--- src/rtl/id_ex_pipeline_reg.sv ---
// ID/EX pipeline register for the 5-stage RV32I core.
// Captures decoded operands, register addresses and control bits from ID and
// presents them to the EX stage and forwarding unit one cycle later. Also holds
// the load-use hazard detector, which inserts a single bubble into EX and
// stalls PC and IF/ID while a load result is not yet available.
// Update priority per clock: Flush > ExtStall > LoadUse > normal load.
// Optional build macro: IDEX_PERF_COUNT_EN adds saturating BubbleCount and
// FlushCount outputs.
module id_ex_pipeline_reg #(
    parameter int XLEN  = 32,
    parameter int CNT_W = 32
) (
    input  logic              clk,
    input  logic              rst_n,
    input  logic              Flush,
    input  logic              ExtStall,
    input  logic              ID_Valid,
    input  logic [XLEN-1:0]   ID_PC,
    input  logic [XLEN-1:0]   ID_ReadData1,
    input  logic [XLEN-1:0]   ID_ReadData2,
    input  logic [XLEN-1:0]   ID_Imm,
    input  logic [4:0]        ID_RegisterRs1,
    input  logic [4:0]        ID_RegisterRs2,
    input  logic [4:0]        ID_RegisterRd,
    input  logic              ID_UsesRs1,
    input  logic              ID_UsesRs2,
    input  logic [2:0]        ID_Funct3,
    input  logic              ID_Funct7b5,
    input  logic              ID_RegWrite,
    input  logic              ID_MemRead,
    input  logic              ID_MemWrite,
    input  logic              ID_MemToReg,
    input  logic              ID_ALUSrc,
    input  logic              ID_Branch,
    input  logic [1:0]        ID_ALUOp,
    output logic              ID_EX_Valid,
    output logic [XLEN-1:0]   ID_EX_PC,
    output logic [XLEN-1:0]   ID_EX_ReadData1,
    output logic [XLEN-1:0]   ID_EX_ReadData2,
    output logic [XLEN-1:0]   ID_EX_Imm,
    output logic [4:0]        ID_EX_RegisterRs1,
    output logic [4:0]        ID_EX_RegisterRs2,
    output logic [4:0]        ID_EX_RegisterRd,
    output logic [2:0]        ID_EX_Funct3,
    output logic              ID_EX_Funct7b5,
    output logic              ID_EX_RegWrite,
    output logic              ID_EX_MemRead,
    output logic              ID_EX_MemWrite,
    output logic              ID_EX_MemToReg,
    output logic              ID_EX_ALUSrc,
    output logic              ID_EX_Branch,
    output logic [1:0]        ID_EX_ALUOp,
`ifdef IDEX_PERF_COUNT_EN
    output logic [CNT_W-1:0]  BubbleCount,
    output logic [CNT_W-1:0]  FlushCount,
`endif
    output logic              HazardStall
);

    // ------------------------------------------------------------------
    // Pipeline state
    // ------------------------------------------------------------------
    logic              valid_reg,     valid_next;
    logic [XLEN-1:0]   pc_reg,        pc_next;
    logic [XLEN-1:0]   rdata1_reg,    rdata1_next;
    logic [XLEN-1:0]   rdata2_reg,    rdata2_next;
    logic [XLEN-1:0]   imm_reg,       imm_next;
    logic [4:0]        rs1_reg,       rs1_next;
    logic [4:0]        rs2_reg,       rs2_next;
    logic [4:0]        rd_reg,        rd_next;
    logic [2:0]        funct3_reg,    funct3_next;
    logic              funct7b5_reg,  funct7b5_next;
    logic              reg_write_reg, reg_write_next;
    logic              mem_read_reg,  mem_read_next;
    logic              mem_write_reg, mem_write_next;
    logic              mem_to_reg_reg, mem_to_reg_next;
    logic              alu_src_reg,   alu_src_next;
    logic              branch_reg,    branch_next;
    logic [1:0]        alu_op_reg,    alu_op_next;

    logic              load_use;
    logic              rs1_match;
    logic              rs2_match;
    logic              take_bubble;
    logic              take_hold;

    // Load-use detection: the load in EX produces its result too late for the
    // instruction in ID. Bubbles and x0 destinations never create a hazard.
    always_comb begin
        rs1_match   = ID_UsesRs1 && (ID_RegisterRs1 == rd_reg);
        rs2_match   = ID_UsesRs2 && (ID_RegisterRs2 == rd_reg);
        load_use    = valid_reg && mem_read_reg && (rd_reg != 5'd0) &&
                      ID_Valid && (rs1_match || rs2_match);
        // A flush kills the dependent instruction, so no stall is needed.
        HazardStall = load_use && !Flush;
        take_bubble = Flush || (!ExtStall && load_use);
        take_hold   = !Flush && ExtStall;
    end

    // Next-state selection: bubble, hold, or capture ID (invalid ID captures
    // data fields but forces control bits and Rd to zero).
    always_comb begin
        // default: hold current contents
        valid_next      = valid_reg;
        pc_next         = pc_reg;
        rdata1_next     = rdata1_reg;
        rdata2_next     = rdata2_reg;
        imm_next        = imm_reg;
        rs1_next        = rs1_reg;
        rs2_next        = rs2_reg;
        rd_next         = rd_reg;
        funct3_next     = funct3_reg;
        funct7b5_next   = funct7b5_reg;
        reg_write_next  = reg_write_reg;
        mem_read_next   = mem_read_reg;
        mem_write_next  = mem_write_reg;
        mem_to_reg_next = mem_to_reg_reg;
        alu_src_next    = alu_src_reg;
        branch_next     = branch_reg;
        alu_op_next     = alu_op_reg;

        if (take_bubble) begin
            // Rd = 0 keeps the forwarding unit from matching on a bubble.
            valid_next      = 1'b0;
            pc_next         = '0;
            rdata1_next     = '0;
            rdata2_next     = '0;
            imm_next        = '0;
            rs1_next        = 5'd0;
            rs2_next        = 5'd0;
            rd_next         = 5'd0;
            funct3_next     = 3'd0;
            funct7b5_next   = 1'b0;
            reg_write_next  = 1'b0;
            mem_read_next   = 1'b0;
            mem_write_next  = 1'b0;
            mem_to_reg_next = 1'b0;
            alu_src_next    = 1'b0;
            branch_next     = 1'b0;
            alu_op_next     = 2'd0;
        end else if (!take_hold) begin
            valid_next      = ID_Valid;
            pc_next         = ID_PC;
            rdata1_next     = ID_ReadData1;
            rdata2_next     = ID_ReadData2;
            imm_next        = ID_Imm;
            rs1_next        = ID_RegisterRs1;
            rs2_next        = ID_RegisterRs2;
            funct3_next     = ID_Funct3;
            funct7b5_next   = ID_Funct7b5;
            rd_next         = ID_Valid ? ID_RegisterRd : 5'd0;
            reg_write_next  = ID_Valid && ID_RegWrite;
            mem_read_next   = ID_Valid && ID_MemRead;
            mem_write_next  = ID_Valid && ID_MemWrite;
            mem_to_reg_next = ID_Valid && ID_MemToReg;
            alu_src_next    = ID_Valid && ID_ALUSrc;
            branch_next     = ID_Valid && ID_Branch;
            alu_op_next     = ID_Valid ? ID_ALUOp : 2'd0;
        end
    end

    // Pipeline register with asynchronous clear; reset discards EX contents.
    always_ff @(posedge clk or negedge rst_n) begin
        if (!rst_n) begin
            valid_reg      <= 1'b0;
            pc_reg         <= '0;
            rdata1_reg     <= '0;
            rdata2_reg     <= '0;
            imm_reg        <= '0;
            rs1_reg        <= 5'd0;
            rs2_reg        <= 5'd0;
            rd_reg         <= 5'd0;
            funct3_reg     <= 3'd0;
            funct7b5_reg   <= 1'b0;
            reg_write_reg  <= 1'b0;
            mem_read_reg   <= 1'b0;
            mem_write_reg  <= 1'b0;
            mem_to_reg_reg <= 1'b0;
            alu_src_reg    <= 1'b0;
            branch_reg     <= 1'b0;
            alu_op_reg     <= 2'd0;
        end else begin
            valid_reg      <= valid_next;
            pc_reg         <= pc_next;
            rdata1_reg     <= rdata1_next;
            rdata2_reg     <= rdata2_next;
            imm_reg        <= imm_next;
            rs1_reg        <= rs1_next;
            rs2_reg        <= rs2_next;
            rd_reg         <= rd_next;
            funct3_reg     <= funct3_next;
            funct7b5_reg   <= funct7b5_next;
            reg_write_reg  <= reg_write_next;
            mem_read_reg   <= mem_read_next;
            mem_write_reg  <= mem_write_next;
            mem_to_reg_reg <= mem_to_reg_next;
            alu_src_reg    <= alu_src_next;
            branch_reg     <= branch_next;
            alu_op_reg     <= alu_op_next;
        end
    end

    assign ID_EX_Valid       = valid_reg;
    assign ID_EX_PC          = pc_reg;
    assign ID_EX_ReadData1   = rdata1_reg;
    assign ID_EX_ReadData2   = rdata2_reg;
    assign ID_EX_Imm         = imm_reg;
    assign ID_EX_RegisterRs1 = rs1_reg;
    assign ID_EX_RegisterRs2 = rs2_reg;
    assign ID_EX_RegisterRd  = rd_reg;
    assign ID_EX_Funct3      = funct3_reg;
    assign ID_EX_Funct7b5    = funct7b5_reg;
    assign ID_EX_RegWrite    = reg_write_reg;
    assign ID_EX_MemRead     = mem_read_reg;
    assign ID_EX_MemWrite    = mem_write_reg;
    assign ID_EX_MemToReg    = mem_to_reg_reg;
    assign ID_EX_ALUSrc      = alu_src_reg;
    assign ID_EX_Branch      = branch_reg;
    assign ID_EX_ALUOp       = alu_op_reg;

`ifdef IDEX_PERF_COUNT_EN
    logic [CNT_W-1:0] bubble_count_reg;
    logic [CNT_W-1:0] flush_count_reg;
    logic             bubble_event;
    logic             flush_event;

    // Flush outranks ExtStall, so a flush always counts; load-use bubbles
    // only count when ExtStall is not holding the register.
    assign flush_event  = Flush;
    assign bubble_event = !Flush && !ExtStall && load_use;

    // Saturating event counters.
    always_ff @(posedge clk or negedge rst_n) begin
        if (!rst_n) begin
            bubble_count_reg <= '0;
            flush_count_reg  <= '0;
        end else begin
            if (bubble_event && !(&bubble_count_reg))
                bubble_count_reg <= bubble_count_reg + 1'b1;
            if (flush_event && !(&flush_count_reg))
                flush_count_reg <= flush_count_reg + 1'b1;
        end
    end

    assign BubbleCount = bubble_count_reg;
    assign FlushCount  = flush_count_reg;
`endif

endmodule

--- config.mk ---
export PLATFORM = sky130hd
export DESIGN_NAME = id_ex_pipeline_reg
export DESIGN_NICKNAME = d
export VERILOG_FILES = /design/src/rtl/id_ex_pipeline_reg.sv
export SDC_FILE = /design/constraint.sdc
export NUM_CORES = 1
export LEC_CHECK = 0
export CAP_MARGIN = 40
export CORE_MARGIN = 10
export CORE_UTILIZATION = 45
export DETAILED_ROUTE_END_ITERATION = 10
export GPL_ROUTABILITY_DRIVEN = 0
export PLACE_DENSITY = 0.88
export SYNTH_ARGS = -nofsm -noshare
export SYNTH_HDL_FRONTEND = slang
export SYNTH_SLANG_ARGS = --single-unit
--- constraint.sdc ---
create_clock -name clk -period 3.5 [get_ports clk]
set_clock_uncertainty 0.1 [all_clocks]
set_input_delay 0.7 -clock clk [delete_from_list [all_inputs] [get_ports clk]]
set_output_delay 0.7 -clock clk [all_outputs]
set_load 0.02 [all_outputs]
==> flow_summary_export.csv, run 1 <==
group,metric,value,unit
die,dieHeight,147.0,um
run_status,status,"finished clean",
logic_synthesis,synth_async_sr_flop_share,1.000,
die,core_area,15830,sq um
logic_synthesis,synth_edf_count,0,
die,placementRows,46,
logic_synthesis,ys.flop_type,"dfrtp_1",
layout,num-nets-final,1161,
setup_path,cp-start-kind,"input port",
setup_path,slowest_delay,0.65,ns
timing,setup_tns,0,ns
placed_design,port_buffers,318,
cts,cts_tree,"yes",
drt,route.vias.total,7263,
cts,cts_setup_buffers,0,
drt,drcViolationCount,0,
grt,antenna_found_initial,1,
pwr,leakagePower,4.325,nW
setup_path,slowest_stage,"clkdlybuf4s50_1",
logic_synthesis,ys_types,25,
setup_path,critical_path.max_fanout,2,
die,io_pins,319,
timing,fmax,0.2973,GHz
cts,clk_path_buf_depth,2,
grt,gr-total-overflow,0,
setup_path,cp-startpoint,"ID_RegisterRs2[4]",
logic_synthesis,avgSynthCellArea,9.909,sq um
cts,cts_hold_buf,0,
setup_path,reg2reg_to,"ID_EX_PC[17]",
drt,wire_per_inst,21.67,um
cts,htreeDepth,4,
timing,fin_crit_sh,0.9609,
die,die_area,21600,sq um
setup_path,r2r_setup_slack,1.00,ns
drt,drt_wl_total,26620,um
logic_synthesis,yosys_warnings,0,
setup_path,crit_chain,"clkdlybuf4s50_1 -> xnor2_1 -> nand4_1 -> o22a_1 -> nor3_1 -> clkdlybuf4s50_1",
drt,first_pass_iters,7,
hold_path,hold_path.class,"in -> async",
logic_synthesis,yosysSeqAreaShare,0.5382,
logic_synthesis,synth_top_area_cell,"dfrtp_1",
layout,syn2layout_area_growth,53.89,%
layout,num_antenna_cells,0,
timing,hold_viol_final,0,
setup_path,cp.arrival,2.56,ns
layout,final_layout_size_suffix_gt1_frac,0.04941,
pwr,p_per_area,467.2,nW/um^2
grt,grt_max_degree,158,
cts,cts.sinks,156,
layout,num-fill-cells,1154,
cts,numCtsBuffers,17,
logic_synthesis,syn_inst,732,
drt,drt_iter0_markers,593,
setup_path,rr_worst_depth,5,
setup_path,critPathKind,"in -> out",
logic_synthesis,ys_ff_latch,156,
cts,clkTransAtPathRegs,0.06,ns
setup_path,path_common_cell,"clkdlybuf4s50_1",
job,maxCapViolations,0,
timing,setup_viol,0,
die,die_x,147.0,um
cts,insertion_delay,0.42,ns
drt,avgViaCountPerCell,5.914,
logic_synthesis,synthesis.nets,894,
layout,finish.utilization,0.7052,
placed_design,dpl.hpwl,17850,um
die,initial_core_util,0.4583,
grt,track_usage,0.2381,
cts,root_buffer,"clkbuf_16",
pwr,total_power,5.215,mW
timing,rsz0062_at_grt,"false",
timing,tightest_slew,0.8474,ns
logic_synthesis,synth_common_cells,"dfrtp_1 (156), nand2_1 (148), a32oi_1 (145)",
setup_path,cp.required,2.70,ns
grt,grt_pass1_vias,7416,
pwr,peakVddDrop,0.3247,mV
logic_synthesis,synth_top_area_share,0.5382,
grt,grt_pass1_wl,41830,um
timing,min_period,3.363,ns
logic_synthesis,synth_area,7253,sq um
setup_path,end_kind,"output pin",
logic_synthesis,synth_area_leaders,"dfrtp_1 (54%), a32oi_1 (18%), nand2_1 (7.7%)",
timing,slew_headroom,0.4351,
setup_path,reg2reg_from,"ID_EX_RegisterRd[4]",
drt,antenna_left,0,
timing,maxSlewViolCount,0,
cts,cts_resized,0,
logic_synthesis,synth.most_common_cell,"dfrtp_1",
-- layer usage --
metal,part of all wire,wire length [um],GRT usage,vias to the layer above
met3,0.11,2810,0.09244,55
met4,0.029,778,0.09613,2
met5,0.00026,7,0,-
met1,0.38,10190,0.2813,3531
met2,0.48,12830,0.3820,360
li1,-,-,-,3315
-- critical path: cells and delay by family --
kind / cells / cell delay [ns]
AND/OR/NAND/NOR: 2 / 0.35
AO/OA/AOI/OAI: 1 / 0.25
XOR/XNOR: 1 / 0.13
buffers and inverters: 2 / 1.14
-- placed cells by master (no fill, tap or decap), types with 10 or more instances in the layout --
| cell | count |
|---|---|
| clkdlybuf4s50_1 | 317 |
| xnor2_1 | 10 |
| nor3b_1 | 10 |
| dfrtp_1 | 156 |
| clkbuf_16 | 17 |
| a21o_1 | 10 |
| o21ai_1 | 37 |
| o21ai_0 | 109 |
| nand2_1 | 148 |
| a22o_1 | 10 |
| a32oi_1 | 145 |
-- worst max-delay path by stage --
stage / to / slack [ns] / cells past startpoint
after floorplan: HazardStall / 0.83 / 5
after global placement: HazardStall / 0.17 / 6
after detailed placement: HazardStall / 0.13 / 6
after CTS: HazardStall / 0.13 / 6
after global routing: HazardStall / 0.03 / 6
final: HazardStall / 0.14 / 6
-- report_power, final --
part	internal (mW)	switching, mW
Combinational	0.587	0.615
Clock	1.15	0.781
Sequential	1.97	0.109
Total	3.71	1.51
-- sequential cells by signal, indices dropped and copies added, names as in the netlist, 2 cells and up --
signal,flops
ID_EX_Imm,32
ID_EX_PC,32
ID_EX_ReadData1,32
ID_EX_ReadData2,32
ID_EX_RegisterRd,5
ID_EX_RegisterRs1,5
ID_EX_RegisterRs2,5
ID_EX_Funct3,3
ID_EX_ALUOp,2
-- through the flow --
| step | std cells | hold slack [ns] | worst slack (ns) | cell area (sq um) |
|---|---|---|---|---|
| 2_1_floorplan | 732 | 0.3044 | 0.8298 | 7253 |
| 3_3_place_gp | 1196 | 0.3736 | 0.1654 | 10560 |
| 3_5_place_dp | 1196 | 0.3798 | 0.1312 | 10560 |
| 4_1_cts | 1228 | 0.2352 | 0.1281 | 11160 |
| 5_1_grt | 1228 | 0.2533 | 0.02887 | 11160 |
| 6_report | 1228 | 0.2032 | 0.1367 | 11160 |
-- kinds of logic (layout without fill, tap and decap cells) --
logic type | Yosys count | after routing | share of synthesized area
flip-flops | 156 | 156 | 0.5382
buffers and inverters | 85 | 365 | 0.05365
AO/OA/AOI/OAI | 315 | 315 | 0.3026
XOR/XNOR | 10 | 10 | 0.01207
AND/OR/NAND/NOR | 166 | 166 | 0.09350
-- layout make-up --
cell class,count,area [sq um],area share
clock inverter,12,160.2,0.01435
multi-input combinational,491,2997,0.2685
tap,216,270.3,0.02421
clock buffer,20,446.7,0.04002
timing repair buffer,333,3385,0.3032
sequential,156,3904,0.3497
(Power assumes the default switching activity.)
==> run 2, diff against run 1 <==
--- a/config.mk
+++ b/config.mk
@@ -7,10 +7,10 @@
 export LEC_CHECK = 0
 export CAP_MARGIN = 40
 export CORE_MARGIN = 10
-export CORE_UTILIZATION = 45
+export CORE_UTILIZATION = 46
 export DETAILED_ROUTE_END_ITERATION = 10
 export GPL_ROUTABILITY_DRIVEN = 0
-export PLACE_DENSITY = 0.88
+export PLACE_DENSITY = 0.9
 export SYNTH_ARGS = -nofsm -noshare
 export SYNTH_HDL_FRONTEND = slang
 export SYNTH_SLANG_ARGS = --single-unit
==> run 2 against run 1 <==
Global-route usage down 0.44 points. Power about the same. Register-to-register slack worse by 0.05 ns. Critical path depth unchanged. Clock power about the same. First-iteration DRC count up 20%. Final area up 0.31%. Sequential power about the same. Combinational power about the same. Largest power group unchanged.
==> flow_summary_export.csv, run 2 (synthesis results as in run 1) <==
group,metric,value,unit
run_status,status,"finished clean",
die,io_pins,319,
setup_path,cp.required,2.70,ns
timing,fin_crit_sh,0.8687,
placed_design,port_buffers,318,
timing,setup_tns,0,ns
grt,gr-total-overflow,0,
setup_path,reg2reg_to,"ID_EX_PC[13]",
grt,grt_pass1_vias,7069,
grt,grt_pass1_wl,40570,um
timing,slew_headroom,0.4038,
placed_design,pre_cts_ws,0.06546,ns
drt,drcViolationCount,0,
placed_design,placed_area,10570,sq um
die,die_x,145.6,um
layout,regArea,3904,sq um
die,placementRows,45,
setup_path,cp.arrival,2.24,ns
setup_path,rr_worst_depth,5,
placed_design,dpl.hpwl,17580,um
layout,fin_cells,1223,
layout,multi_input_area,2997,sq um
cts,clk_path_buf_depth,2,
die,dieHeight,145.6,um
cts,root_buffer,"clkbuf_16",
drt,first_pass_iters,5,
timing,setup_viol,0,
layout,num_antenna_cells,0,
layout,final_cell_mix,"clkdlybuf4s50_1 (316), dfrtp_1 (156), nand2_1 (148)",
layout,final_area,11200,sq um
layout,finish.utilization,0.7311,
setup_path,critical_path.max_fanout,2,
timing,hold_viol_final,0,
setup_path,end_kind,"output pin",
cts,cts_tree,"yes",
job,maxCapViolations,0,
layout,final_layout_size_suffix_gt1_frac,0.05040,
cts,htreeDepth,4,
layout,num-nets-final,1161,
setup_path,cp-startpoint,"ID_RegisterRs1[2]",
pwr,peakVddDrop,0.3149,mV
timing,min_period,3.040,ns
cts,numCtsBuffers,17,
drt,drt_iter0_markers,710,
pwr,total_power,5.214,mW
die,initial_core_util,0.4736,
drt,route.vias.total,7259,
timing,finalWorstSetupSlack,0.4595,ns
cts,cts.sinks,156,
drt,wire_per_inst,21.28,um
die,die_area,21190,sq um
placed_design,dp.cells,1191,
timing,rsz0062_at_grt,"false",
timing,tightest_slew,0.8943,ns
drt,avgViaCountPerCell,5.935,
setup_path,reg2reg_from,"ID_EX_RegisterRd[4]",
timing,maxSlewViolCount,0,
grt,grt_max_degree,157,
drt,antenna_left,0,
setup_path,r2r_setup_slack,0.95,ns
grt,antenna_found_initial,0,
pwr,leakagePower,4.358,nW
grt,track_usage,0.2337,
timing,fmax,0.3289,GHz
pwr,p_per_area,465.6,nW/um^2
cts,clkTransAtPathRegs,0.06,ns
setup_path,cp-start-kind,"input port",
layout,syn2layout_area_growth,54.37,%
layout,layout_commonest_cell,"clkdlybuf4s50_1",
hold_path,hold_path.class,"in -> async",
timing,holdWs,0.1502,ns
setup_path,critPathKind,"in -> out",
die,core_area,15310,sq um
setup_path,cp-endpoint,"HazardStall",
cts,insertion_delay,0.42,ns
drt,drt_wl_total,26030,um
layout,num-fill-cells,1081,
[run 2: changes by cell type in the layout (fill, tap and decap cells not counted), sizes merged]
cell	before	now
clkdlybuf4s50	317	316
clkinv	1	4
dlymetal6s2s	0	1
inv	4	1
[run 2: cell type report]
class,count,share of cell area
flip-flops and latches,156,0.3486
repair buffers,333,0.3047
multi-input cells,491,0.2676
clock buffers,20,0.04079
well taps,211,0.02358
clock inverters,12,0.01464
[run 2: how the worst min path moves through the flow]
stage	slack (ns)	cells after the start	end
after floorplan	0.30	0	ID_EX_ALUOp[0]
after global placement	0.37	2	ID_EX_Imm[2]
after detailed placement	0.38	2	ID_EX_ReadData1[4]
after CTS	0.16	1	ID_EX_PC[26]
after global routing	0.18	1	ID_EX_PC[23]
final	0.15	1	ID_EX_PC[26]
[run 2: what timing repair did]
item                                    in CTS  in global routing
gates resized for setup                      0                  1
setup buffers                                0                  0
hold buffers                                 0                  0
endpoints found under the setup margin       0                  1
[run 2: critical path: stages]
cell	delay (ns)
clkdlybuf4s50_1	0.50
xnor2_1	0.14
nand4_1	0.20
o22a_1	0.26
nor3_1	0.18
dlymetal6s2s_1	0.27
[run 2: report_power, final]
group	total, mW	leakage [nW]	internal (mW)	switching, mW
clock	1.93	0.289	1.17	0.762
combinational	1.20	2.08	0.590	0.614
sequential	2.08	1.99	1.97	0.108
[run 2: routing by layer]
layer | GRT usage | wire length, um | up-vias | part of all wire
li1 | - | - | 3329 | -
met1 | 0.2904 | 9891 | 3533 | 0.38
met5 | 0 | 0 | - | 0
met2 | 0.3647 | 12650 | 364 | 0.49
met4 | 0.07786 | 531 | 0 | 0.020
met3 | 0.09097 | 2954 | 33 | 0.11
